## src/rtl/adder_2.sv

```systemverilog
// Registered 32-bit adder with carry/overflow/zero flags; two-level carry-lookahead datapath.
// Latency 1 cycle, no backpressure (one op per clk); outputs hold when in_valid is low.
module adder_2 #(
    parameter int WIDTH = 32
) (
    input  logic             clk,
    input  logic             clear,
    input  logic             in_valid,
    input  logic [WIDTH-1:0] a,
    input  logic [WIDTH-1:0] b,
    input  logic             carry_in,
    output logic [WIDTH-1:0] sum,
    output logic             carry_out,
    output logic             overflow,
    output logic             zero,
    output logic             out_valid
);

    localparam int NGRP = WIDTH / 4;

    logic [WIDTH-1:0] bit_g, bit_p;
    logic [NGRP-1:0]  grp_g, grp_p;
    logic [NGRP:0]    grp_c;
    logic [NGRP:0]    grp_gen_ext;
    logic [WIDTH:0]   bit_c;
    logic [WIDTH-1:0] raw_sum;

    logic [WIDTH-1:0] sum_d, sum_q;
    logic             carry_out_d, carry_out_q;
    logic             overflow_d, overflow_q;
    logic             zero_d, zero_q;
    logic             out_valid_d, out_valid_q;

    always_comb begin
        logic [4:0] loc_ext;
        logic       term;
        logic       acc;

        bit_g       = a & b;
        bit_p       = a ^ b;
        grp_g       = '0;
        grp_p       = '0;
        grp_c       = '0;
        bit_c       = '0;
        loc_ext     = '0;
        term        = 1'b0;
        acc         = 1'b0;

        for (int i = 0; i < NGRP; i++) begin
            grp_p[i] = &bit_p[4*i +: 4];
            grp_g[i] = bit_g[4*i+3]
                     | (bit_p[4*i+3] & bit_g[4*i+2])
                     | (bit_p[4*i+3] & bit_p[4*i+2] & bit_g[4*i+1])
                     | ((&bit_p[4*i+1 +: 3]) & bit_g[4*i]);
        end

        // Second level: each group carry is a flat sum-of-products over all lower groups.
        grp_gen_ext = {grp_g, carry_in};
        for (int i = 0; i <= NGRP; i++) begin
            acc = 1'b0;
            for (int k = 0; k <= i; k++) begin
                term = grp_gen_ext[k];
                for (int m = k; m < i; m++) begin
                    term = term & grp_p[m];
                end
                acc = acc | term;
            end
            grp_c[i] = acc;
        end

        // First level: bit carries inside each group, seeded by that group's lookahead carry.
        for (int i = 0; i < NGRP; i++) begin
            loc_ext = {bit_g[4*i +: 4], grp_c[i]};
            for (int j = 0; j < 4; j++) begin
                acc = 1'b0;
                for (int k = 0; k <= j; k++) begin
                    term = loc_ext[k];
                    for (int m = k; m < j; m++) begin
                        term = term & bit_p[4*i+m];
                    end
                    acc = acc | term;
                end
                bit_c[4*i+j] = acc;
            end
        end
        bit_c[WIDTH] = grp_c[NGRP];
        raw_sum      = bit_p ^ bit_c[WIDTH-1:0];
    end

    always_comb begin
        sum_d       = sum_q;
        carry_out_d = carry_out_q;
        overflow_d  = overflow_q;
        zero_d      = zero_q;
        out_valid_d = in_valid;
        // The select keeps idle-cycle X on a/b out of the held result.
        if (in_valid) begin
            sum_d       = raw_sum;
            carry_out_d = bit_c[WIDTH];
            overflow_d  = (a[WIDTH-1] == b[WIDTH-1]) && (raw_sum[WIDTH-1] != a[WIDTH-1]);
            zero_d      = (raw_sum == '0);
        end
    end

    always_ff @(posedge clk or negedge clear) begin
        if (!clear) begin
            sum_q       <= '0;
            carry_out_q <= 1'b0;
            overflow_q  <= 1'b0;
            zero_q      <= 1'b0;
            out_valid_q <= 1'b0;
        end else begin
            sum_q       <= sum_d;
            carry_out_q <= carry_out_d;
            overflow_q  <= overflow_d;
            zero_q      <= zero_d;
            out_valid_q <= out_valid_d;
        end
    end

    assign sum       = sum_q;
    assign carry_out = carry_out_q;
    assign overflow  = overflow_q;
    assign zero      = zero_q;
    assign out_valid = out_valid_q;

endmodule

```

## config.mk

```make
export PLATFORM = sky130hd
export DESIGN_NAME = adder_2
export DESIGN_NICKNAME = d
export VERILOG_FILES = /design/src/rtl/adder_2.sv
export SDC_FILE = /design/constraint.sdc
export NUM_CORES = 1
export LEC_CHECK = 0
export BUFFER_PORTS_ARGS = -buffer_cell sky130_fd_sc_hd__buf_4
export CORE_UTILIZATION = 28
export CTS_CLUSTER_DIAMETER = 150
export CTS_CLUSTER_SIZE = 12
export DETAILED_ROUTE_END_ITERATION = 16
export PLACE_DENSITY = 0.55
export SLEW_MARGIN = 40
export SYNTH_ARGS = -nofsm -noshare
export SYNTH_HDL_FRONTEND = slang
export SYNTH_SLANG_ARGS = --single-unit
```

## constraint.sdc

```tcl
create_clock -name clk -period 1.8 [get_ports clk]
set_input_delay 0.36 -clock clk [delete_from_list [all_inputs] [get_ports clk]]
set_output_delay 0.36 -clock clk [all_outputs]
set_load 0.02 [all_outputs]
```

==> results of run 1 <==
==> worst max path at each step <==
stage | endpoint | start | cells past startpoint | slack [ps]
floorplan | zero | a[2] | 12 | -1420
global placement | zero | a[0] | 13 | -1720
detailed placement | zero | a[10] | 14 | -1800
CTS | zero | b[7] | 14 | -1460
global route | zero | b[9] | 13 | -1600
finish | zero | a[8] | 13 | -1470
==> cell type report <==
class / instances / area (um^2) / share of cell area, %
clock inverters: 3 / 42.5 / 0.783
well taps: 133 / 166 / 3.06
clock buffers: 5 / 68.8 / 1.27
repair buffers: 198 / 1600 / 29.5
multi-input cells: 221 / 2620 / 48.2
flip-flops and latches: 36 / 901 / 16.6
inverters: 9 / 33.8 / 0.622
==> critical path: cells and delay by family <==
family / cells / cell delay, ps
simple gates: 7 / 1850
fa+ha+maj: 2 / 700
buf+inv: 1 / 130
compound gates: 3 / 480
==> state kept, by name (all words and copies together), names as in the netlist <==
name,count
carry_out,1
out_valid,1
zero,1
sum,32
overflow,1
==> per-stage QoR <==
step / utilization (%) / setup TNS [ps] / total power [W] / hold WS, ps / cells
2_1_floorplan: - / -12620 / 0.00201 / 64.4 / 270
3_3_place_gp: 47.1 / -24810 / 0.00292 / 354 / 584
3_5_place_dp: 47.1 / -25640 / 0.00294 / 361 / 584
4_1_cts: 53.0 / -14950 / 0.00395 / 32.7 / 609
5_1_grt: 55.8 / -17230 / 0.00428 / 37.5 / 605
6_report: 55.8 / -14840 / 0.00402 / 6.11 / 605
==> cells by family (layout without fill, tap and decap cells) <==
family / after synthesis / after routing / synth area share, %
and+or+nand+nor: 67 / 67 / 11.8
AOI/OAI and AO/OA: 57 / 57 / 13.0
adders and majority gates: 48 / 48 / 23.7
DFF: 36 / 36 / 32.3
xor gates and xnor gates: 25 / 25 / 7.85
muxes: 24 / 24 / 9.69
buffers and inverters: 13 / 215 / 1.75
==> power by group through the flow <==
stage | registers (W) | logic [W] | clock network, W
after floorplan | 0.00133 | 0.000684 | 0
after global routing | 0.00114 | 0.00234 | 0.000799
after detailed placement | 0.00113 | 0.00181 | 0
final | 0.00111 | 0.00216 | 0.000746
after CTS | 0.00112 | 0.00208 | 0.000755
after global placement | 0.00113 | 0.00180 | 0
==> what timing repair did <==
| action | CTS | global route |
|---|---|---|
| hold endpoints to repair | 0 | 0 |
| pin swaps | 16 | 36 |
| setup endpoints to repair | 30 | 30 |
| gates resized for setup | 64 | 65 |
| hold buffers | 0 | 0 |
| setup buffers | 18 | 5 |
==> metal layers <==
layer / vias up / track usage, % / part of all wire [%]
li1: 1362 / - / -
met1: 1354 / 21.3 / 42
met2: 64 / 32.2 / 53
met3: 8 / 2.83 / 3.9
met4: 0 / 5.02 / 1.3
met5: - / 0 / 0
==> placed cells by master, fill, tap and decap left out, types with 4 or more instances in the layout <==
master | Yosys | layout
xnor2_2 | 0 | 15
ha_4 | 0 | 23
fa_2 | 0 | 7
clkbuf_8 | 0 | 5
mux2_2 | 24 | 11
nand2b_1 | 6 | 5
nor2_1 | 27 | 16
dfrtp_1 | 36 | 36
buf_6 | 0 | 29
ha_1 | 40 | 16
nand2_1 | 8 | 8
mux2_4 | 0 | 13
o21a_1 | 8 | 8
nor4_1 | 4 | 4
inv_1 | 9 | 8
nand3_1 | 7 | 5
buf_4 | 0 | 168
a21oi_2 | 0 | 13
a21o_1 | 4 | 4
nor2_2 | 0 | 8
xor2_1 | 7 | 5
==> results.yml, run 1 <==
outcome:
  status: "complete, but fails checks"
  violations: "negative setup slack"
logic_synthesis:
  synthTopCellsByArea: "dfrtp_1 32%, ha_1 18%, mux2_2 9.7%, fa_1 5.7%, xnor2_1 5.7%"
  synth_fp_nets: 386
  ys_ff_latch: 36
  synth_common_cells: "40 x ha_1, 36 x dfrtp_1, 27 x nor2_1"
  yosys.area.top_type: "dfrtp_1"
  yosys_warnings: 0
  netlist.area_leader.share_pct: 32.3
  synthCells: 270
  ys_types: 35
  synth_edf_count: 0
  ys.flop_type: "dfrtp_1"
  syn-cell-area_mm2: 0.00279
  yosysMostFrequentCell: "ha_1"
  avgSynthCellArea_um2: 10.3
  yosysSeqAreaShare_pct: 32.3
  async_flop_share_pct: 100
routing:
  drtPass1Iterations: 4
  viasPerCell: 4.61
  wl_per_cell_um: 14.9
  wl_um: 9040
  vias: 2788
  route.detailed.drc: 0
  antenna_left: 0
  drt_iter0_markers: 68
floorplan:
  ios: 104
  start_util_pct: 28.7
  core_area_mm2: 0.00973
  die_y_um: 102
  row_count: 36
  dieArea_mm2: 0.0104
  die_w_um: 102
worst_setup_path:
  cp_max_fo: 4
  worstReg2RegEnd: "carry_out"
  reg2reg_from: "carry_out"
  critPathSlowestCell: "or4_1"
  critPathKind: "input pin to flip-flop"
  ff2ff_path_depth: 2
  max_stage_delay_ps: 460
  arrival_ps: 3520
  worst_setup_path_start_kind: "input pin"
  end_kind: "flip-flop"
  rrSetupSlack_ps: 920
  crit_path_cell_trace: "buf_4 -> ha_4 -> nand4_1 -> nor2_2 -> o31ai_4 -> a31oi_4 -> nand2b_4 -> fa_2 -> or4_1 -> or4_1 -> nor4_1 -> and4b_1 -> a32o_1"
  cp_common_cell: "or4_1"
  cp.required_ps: 2050
clock_tree:
  ctsHtreeMaxLevel: 2
  path_clk_slew_ps: 90
  cts_made_buffers: 5
  cts_sinks: 36
  cts_tree: "done"
  cts_root_buf: "clkbuf_8"
  clockBufferDepth: 2
  clk-insertion-delay-late_ps: 300
power_and_ir_drop:
  p_leak_nw: 2.48
  p_int_w: 0.00258
  power_density_mw_per_mm2: 741
  seqPwrFrac_pct: 27.7
  switching_share_pct: 35.9
  vdd_drop_max_mv: 0.297
  power_frac_comb_pct: 53.8
  power.switching_w: 0.00144
  p_clk_share_pct: 18.5
global_routing:
  grt_use_total_pct: 17.7
  grt_max_degree: 37
  overflow: 0
  antenna_found_initial: 0
  grt_pass1_vias: 2919
  grt_first_pass_wirelength_um: 14000
timing:
  drv_slew: 0
  slew_headroom_pct: 67.9
  hold_violations: 0
  fmax_mhz: 305
  setup_violations: 30
  setup_ws_ps: -1470
  fin_crit_sh_pct: 182
  tightest_slew_ps: 482
  finClkSkew_ps: 0
  rsz0062_at_grt: "true"
  fin_crit_ps: 3270
cells_and_area:
  fillCellCount: 872
  final_area_mm2: 0.00543
  finalNetCount: 587
  antenna_cells: 0
  syn2layout_area_growth_pct: 94.7
  drive_gt1_share_pct: 68.4
placed_design:
  placed_area_mm2: 0.00458
  dp_hpwl_um: 6920
  place_ws_ps: -1800
  numPortBuffers: 103
  gp_congestion: 0.781
min_path:
  hold_path.class: "input pin to asynchronous set/reset pin"
job:
  max_cap_violations: 0
(Power assumes the default switching activity.)
==> run 2, diff against run 1 <==
Settings changed: GPL_TIMING_DRIVEN set to 0.
==> run 2 against run 1 <==
Compared with the run above: the flow still finishes with violations (negative setup slack); setup slack got worse by 32 ps; sequential power barely moved; global-route usage shrank 1.4 points.
==> results.yml, run 2 (same netlist as run 1, synthesis figures left out) <==
clock_tree:
  path_clk_slew_ps: 70
  cts_made_buffers: 5
  cts_root_buf: "clkbuf_8"
  cts_hold_buf: 0
  clockBufferDepth: 2
  cts_tree: "done"
  clk-insertion-delay-late_ps: 280
  ctsHtreeMaxLevel: 2
  cts_sinks: 36
worst_setup_path:
  crit_path_cell_trace: "buf_8 -> ha_4 -> nand4_1 -> nor2_2 -> o31ai_4 -> a31oi_4 -> nor2_2 -> nor2_2 -> fa_2 -> or4_4 -> or4_1 -> nor4_1 -> and4b_1 -> a32o_1"
  worst_setup_path_start_kind: "input pin"
  rrSetupSlack_ps: 910
  cp-startpoint: "b[4]"
  critPathKind: "input pin to flip-flop"
  critPathCapture: "zero"
  cp_common_cell: "nor2_2"
  cp.required_ps: 2020
  arrival_ps: 3530
  ff2ff_path_depth: 2
  reg2reg_from: "carry_out"
  end_kind: "flip-flop"
  worstReg2RegEnd: "carry_out"
  critPathSlowestCell: "fa_2"
  cp_max_fo: 4
  max_stage_delay_ps: 500
cells_and_area:
  largest_register_ffs: 32
  final_common_cell: "buf_4"
  stdcell_count: 540
  seqCellArea_um2: 901
  multi_input_area_mm2: 0.00246
  drive_gt1_share_pct: 58.2
  final_area_mm2: 0.00477
  finalNetCount: 522
  fillCellCount: 920
  mostFrequentLayoutCells: "101 x buf_4, 36 x dfrtp_1, 25 x buf_6"
  antenna_cells: 0
  syn2layout_area_growth_pct: 71.0
timing:
  setup_ws_ps: -1510
  fmax_mhz: 302
  hold_violations: 0
  finClkSkew_ps: 0
  fin_crit_sh_pct: 184
  drv_slew: 0
  slew_headroom_pct: 49.8
  fin_crit_ps: 3310
  setup_violations: 28
  rsz0062_at_grt: "true"
  setup_tns_ps: -15320
  tightest_slew_ps: 753
power_and_ir_drop:
  power.switching_w: 0.00131
  switching_share_pct: 35.5
  power_w: 0.00369
  power_frac_comb_pct: 51.0
  p_int_w: 0.00238
  vdd_drop_max_mv: 0.317
  p_leak_nw: 2.11
  p_clk_share_pct: 18.8
  seqPwrFrac_pct: 30.1
  power_density_mw_per_mm2: 773
floorplan:
  row_count: 36
  start_util_pct: 28.7
  dieArea_mm2: 0.0104
  ios: 104
  die_y_um: 102
  die_w_um: 102
  core_area_mm2: 0.00973
routing:
  wl_um: 8210
  wl_per_cell_um: 15.2
  vias: 2482
  viasPerCell: 4.60
  antenna_left: 0
  drtPass1Iterations: 6
  drt_iter0_markers: 38
  route.detailed.drc: 0
outcome:
  status: "complete, but fails checks"
  violations: "negative setup slack"
placed_design:
  place_ws_ps: -2040
  numPortBuffers: 103
  placed_area_mm2: 0.00398
  dpl.cell_count: 506
  gp_congestion: 0.776
  dp_hpwl_um: 6290
job:
  max_cap_violations: 0
global_routing:
  grt_max_degree: 37
  grt_first_pass_wirelength_um: 12800
  antenna_found_initial: 0
  grt_pass1_vias: 2582
  overflow: 0
  grt_use_total_pct: 16.2
min_path:
  hold_path.class: "input pin to asynchronous set/reset pin"
## run 2: cell count changes in the layout (fill, tap and decap cells not counted), moves of 3 or more
cell      previous run  this run
xnor2_1              3         6
a21oi_2             13         6
a21oi_1              3        12
ha_4                23        19
buf_6               29        25
ha_2                 1         4
buf_4              168       101
clkbuf_1             0         3
xnor2_2             15        11
## run 2: what timing repair did
action / CTS / global route
resized for setup: 71 / 32
pin swaps: 21 / 21
setup endpoints to repair: 30 / 31
buffers inserted: 23 / 8
## run 2: power groups by stage
| stage | logic (W) | clock network [W] | registers, W |
|---|---|---|---|
| floorplan | 0.000684 | 0 | 0.00133 |
| global placement | 0.00156 | 0 | 0.00112 |
| detailed placement | 0.00157 | 0 | 0.00112 |
| CTS | 0.00182 | 0.000711 | 0.00111 |
| global route | 0.00203 | 0.000744 | 0.00114 |
| finish | 0.00188 | 0.000694 | 0.00111 |
## run 2: layer usage
metal,global-route usage (%),part of all wire [%],vias up
li1,-,-,1235
met1,19.7,41,1178
met2,29.5,52,62
met3,2.69,5.0,7
met4,4.35,1.4,0
met5,0,0,-
## run 2: how the worst min path moves through the flow
stage,from,end,slack (ps)
after floorplan,clear,carry_out,60
after global placement,clear,sum[3],350
after detailed placement,clear,sum[3],350
after CTS,clear,sum[10],50
after global routing,clear,sum[6],60
final,clear,sum[3],30
## run 2: cell type report
class | instances | share of cell area (%)
buffer | 4 | 0.315
clock buffer | 6 | 1.52
clock inverter | 2 | 0.735
inverter | 9 | 0.708
multi-input combinational | 221 | 51.6
sequential | 36 | 18.9
tap | 133 | 3.49
timing repair buffer | 129 | 22.7
## run 2: per-stage QoR
| stage | hold WS [ps] | util, % |
|---|---|---|
| 6_report | 30.4 | 49.0 |
| 5_1_grt | 55.3 | 49.0 |
| 4_1_cts | 45.1 | 47.6 |
| 3_5_place_dp | 355 | 40.9 |
| 3_3_place_gp | 353 | 40.9 |
| 2_1_floorplan | 64.4 | - |
## run 2: worst max-delay path, delay by kind of cell
| kind | cells | cell delay [ps] |
|---|---|---|
| buffers and inverters | 1 | 100 |
| adder cells (fa/ha/maj) | 2 | 750 |
| AND/OR/NAND/NOR | 8 | 1800 |
| AO/OA/AOI/OAI | 3 | 510 |
==> run 3, diff against run 2 <==
Settings changed: ABC_AREA set to 1, SETUP_SLACK_MARGIN set to 0.4, SLEW_MARGIN 40 to 10.
==> run 3 against run 2 <==
Compared with the run above: the flow still finishes with violations (negative setup slack); flip-flop and latch count unchanged; synthesized area up 3.8%; global-route usage down 0.47 points; wire length up 3.1%; power down 7.0%; worst hold slack better by 3.1 ps; maximum frequency up 29%.
==> results.yml, run 3 <==
global_routing:
  grt_first_pass_wirelength_um: 13600
  grt_use_total_pct: 15.8
  antenna_found_initial: 0
  grt_pass1_vias: 2795
  overflow: 0
  grt_max_degree: 37
logic_synthesis:
  synth_common_cells: "109 x nand2_1, 40 x ha_1, 36 x dfrtp_1"
  ys_types: 30
  yosys_warnings: 0
  synthCells: 355
  async_flop_share_pct: 100
  avgSynthCellArea_um2: 8.16
  syn-cell-area_mm2: 0.00290
  ys.flop_type: "dfrtp_1"
  yosysSeqAreaShare_pct: 31.1
  synth_edf_count: 0
  yosys.area.top_type: "dfrtp_1"
  synthTopCellsByArea: "dfrtp_1 31%, ha_1 17%, nand2_1 14%, fa_1 5.5%, xor2_1 4.2%"
  synth_fp_nets: 471
  netlist.area_leader.share_pct: 31.1
  yosysMostFrequentCell: "nand2_1"
  ys_ff_latch: 36
routing:
  route.detailed.drc: 0
  drtPass1Iterations: 4
  antenna_left: 0
  vias: 2816
  wl_um: 8460
  drt_iter0_markers: 74
  wl_per_cell_um: 13.7
  viasPerCell: 4.57
placed_design:
  place_ws_ps: -1180
  numPortBuffers: 103
  dpl.cell_count: 591
  gp_congestion: 0.784
  dp_hpwl_um: 6580
cells_and_area:
  mostFrequentLayoutCells: "108 x buf_4, 90 x nand2_1, 36 x dfrtp_1"
  final_common_cell: "buf_4"
  fillCellCount: 951
  antenna_cells: 0
  seqCellArea_um2: 901
  finalNetCount: 599
  syn2layout_area_growth_pct: 65.3
  stdcell_count: 616
  largest_register_ffs: 32
  drive_gt1_share_pct: 50.7
  multi_input_area_mm2: 0.00254
power_and_ir_drop:
  vdd_drop_max_mv: 0.322
  p_leak_nw: 2.23
  power_w: 0.00343
  power_density_mw_per_mm2: 717
timing:
  rsz0062_at_grt: "true"
  tightest_slew_ps: 612
  drv_slew: 0
  finClkSkew_ps: 0
  setup_violations: 30
  setup_ws_ps: -762
  slew_headroom_pct: 59.2
  fmax_mhz: 390
  fin_crit_ps: 2560
  fin_crit_sh_pct: 142
  hold_violations: 0
worst_setup_path:
  crit_path_cell_trace: "buf_8 -> ha_4 -> nand2_2 -> nor2_2 -> nor2_2 -> nand2_2 -> buf_6 -> buf_6 -> buf_6 -> o21ai_2 -> nand2_2 -> ha_2 -> o21ai_2 -> nand2_2 -> a21oi_2 -> xor2_2 -> nand2_1 -> nor3_2 -> nand3_1 -> nand2_1"
  arrival_ps: 2790
  end_kind: "flip-flop"
  cp_max_fo: 4
  worst_setup_path_start_kind: "input pin"
  cp_common_cell: "nand2_2"
  cp.required_ps: 2020
  max_stage_delay_ps: 250
  critPathSlowestCell: "ha_4"
  critPathKind: "input pin to flip-flop"
floorplan:
  core_area_mm2: 0.00991
  row_count: 36
  die_y_um: 104
  die_w_um: 104
  start_util_pct: 29.2
  ios: 104
  dieArea_mm2: 0.0108
min_path:
  hold_path.class: "input pin to asynchronous set/reset pin"
outcome:
  status: "complete, but fails checks"
  violations: "negative setup slack"
clock_tree:
  cts_hold_buf: 0
  cts_tree: "done"
  ctsHtreeMaxLevel: 2
  clockBufferDepth: 2
  path_clk_slew_ps: 70
  cts_sinks: 36
  cts_made_buffers: 5
  cts_root_buf: "clkbuf_8"
  clk-insertion-delay-late_ps: 280
job:
  max_cap_violations: 0
[run 3: cell type report]
type / count / area share [%]
Buffer: 7 / 0.575
Clock buffer: 7 / 2.01
Inverter: 24 / 1.88
Multi-Input combinational cell: 288 / 53.1
Sequential cell: 36 / 18.8
Tap cell: 133 / 3.48
Timing Repair Buffer: 121 / 20.1
[run 3: what timing repair did]
| item | in CTS | in global routing |
|---|---|---|
| setup buffers | 11 | 7 |
| resized for setup | 47 | 50 |
| endpoints found under the setup margin | 32 | 33 |
| pin swaps | 42 | 47 |
| gates cloned | 0 | 0 |
[run 3: kinds of logic (layout without fill, tap and decap cells)]
kind of cell	Yosys count	after routing	share of synthesized area, %
adder cells (fa/ha/maj)	48	48	22.8
XOR/XNOR	25	25	7.56
AND/OR/NAND/NOR	173	173	26.4
buffers and inverters	31	159	4.06
AO/OA/AOI/OAI	42	42	8.00
flip-flops	36	36	31.1
[run 3: power breakdown]
group	internal [W]	switching, W	total (W)	leakage (nW)
logic	0.000825	0.000934	0.00176	1.74
clock network	0.000341	0.000277	0.000618	0.0503
registers	0.000959	0.0000940	0.00105	0.439
total	0.00212	0.00130	0.00343	2.23
[run 3: path summary, 6_finish.rpt]
kind                              to  slack, ps  startpoint  depth (start not counted)
min                           sum[3]         30       clear                          1
max reg2reg                  sum[16]       1110     sum[16]                          2
min in group clk           out_valid        190    in_valid                          1
max                             zero       -760        b[2]                         20
max in group asynchronous    sum[26]       1440       clear                          1
min reg2reg                  sum[23]        480     sum[23]                          2
[run 3: critical path, delay by kind of cell]
kind / cells / cell delay (ps)
AND/OR/NAND/NOR: 10 / 920
adder cells (fa/ha/maj): 2 / 450
buffers and inverters: 4 / 440
AO/OA/AOI/OAI: 3 / 440
XOR/XNOR: 1 / 190
[run 3: per-layer routing]
layer / vias up / GRT usage (%) / part of all wire, %
met5: - / 0 / 0
met3: 7 / 3.34 / 4.2
met1: 1343 / 20.2 / 45
met4: 0 / 2.14 / 0.43
li1: 1409 / - / -
met2: 57 / 27.8 / 51
[run 3: metrics by stage]
stage / area (um^2) / utilization (%) / TNS, ps / hold slack [ps]
after global placement: 4130 / 41.6 / -17320 / 353
after detailed placement: 4130 / 41.6 / -18090 / 348
after global routing: 4780 / 48.3 / -13020 / 63.7
after CTS: 4510 / 45.5 / -8280 / 41.3
after floorplan: 3190 / - / -6450 / 64.4
final: 4780 / 48.3 / -9750 / 33.5
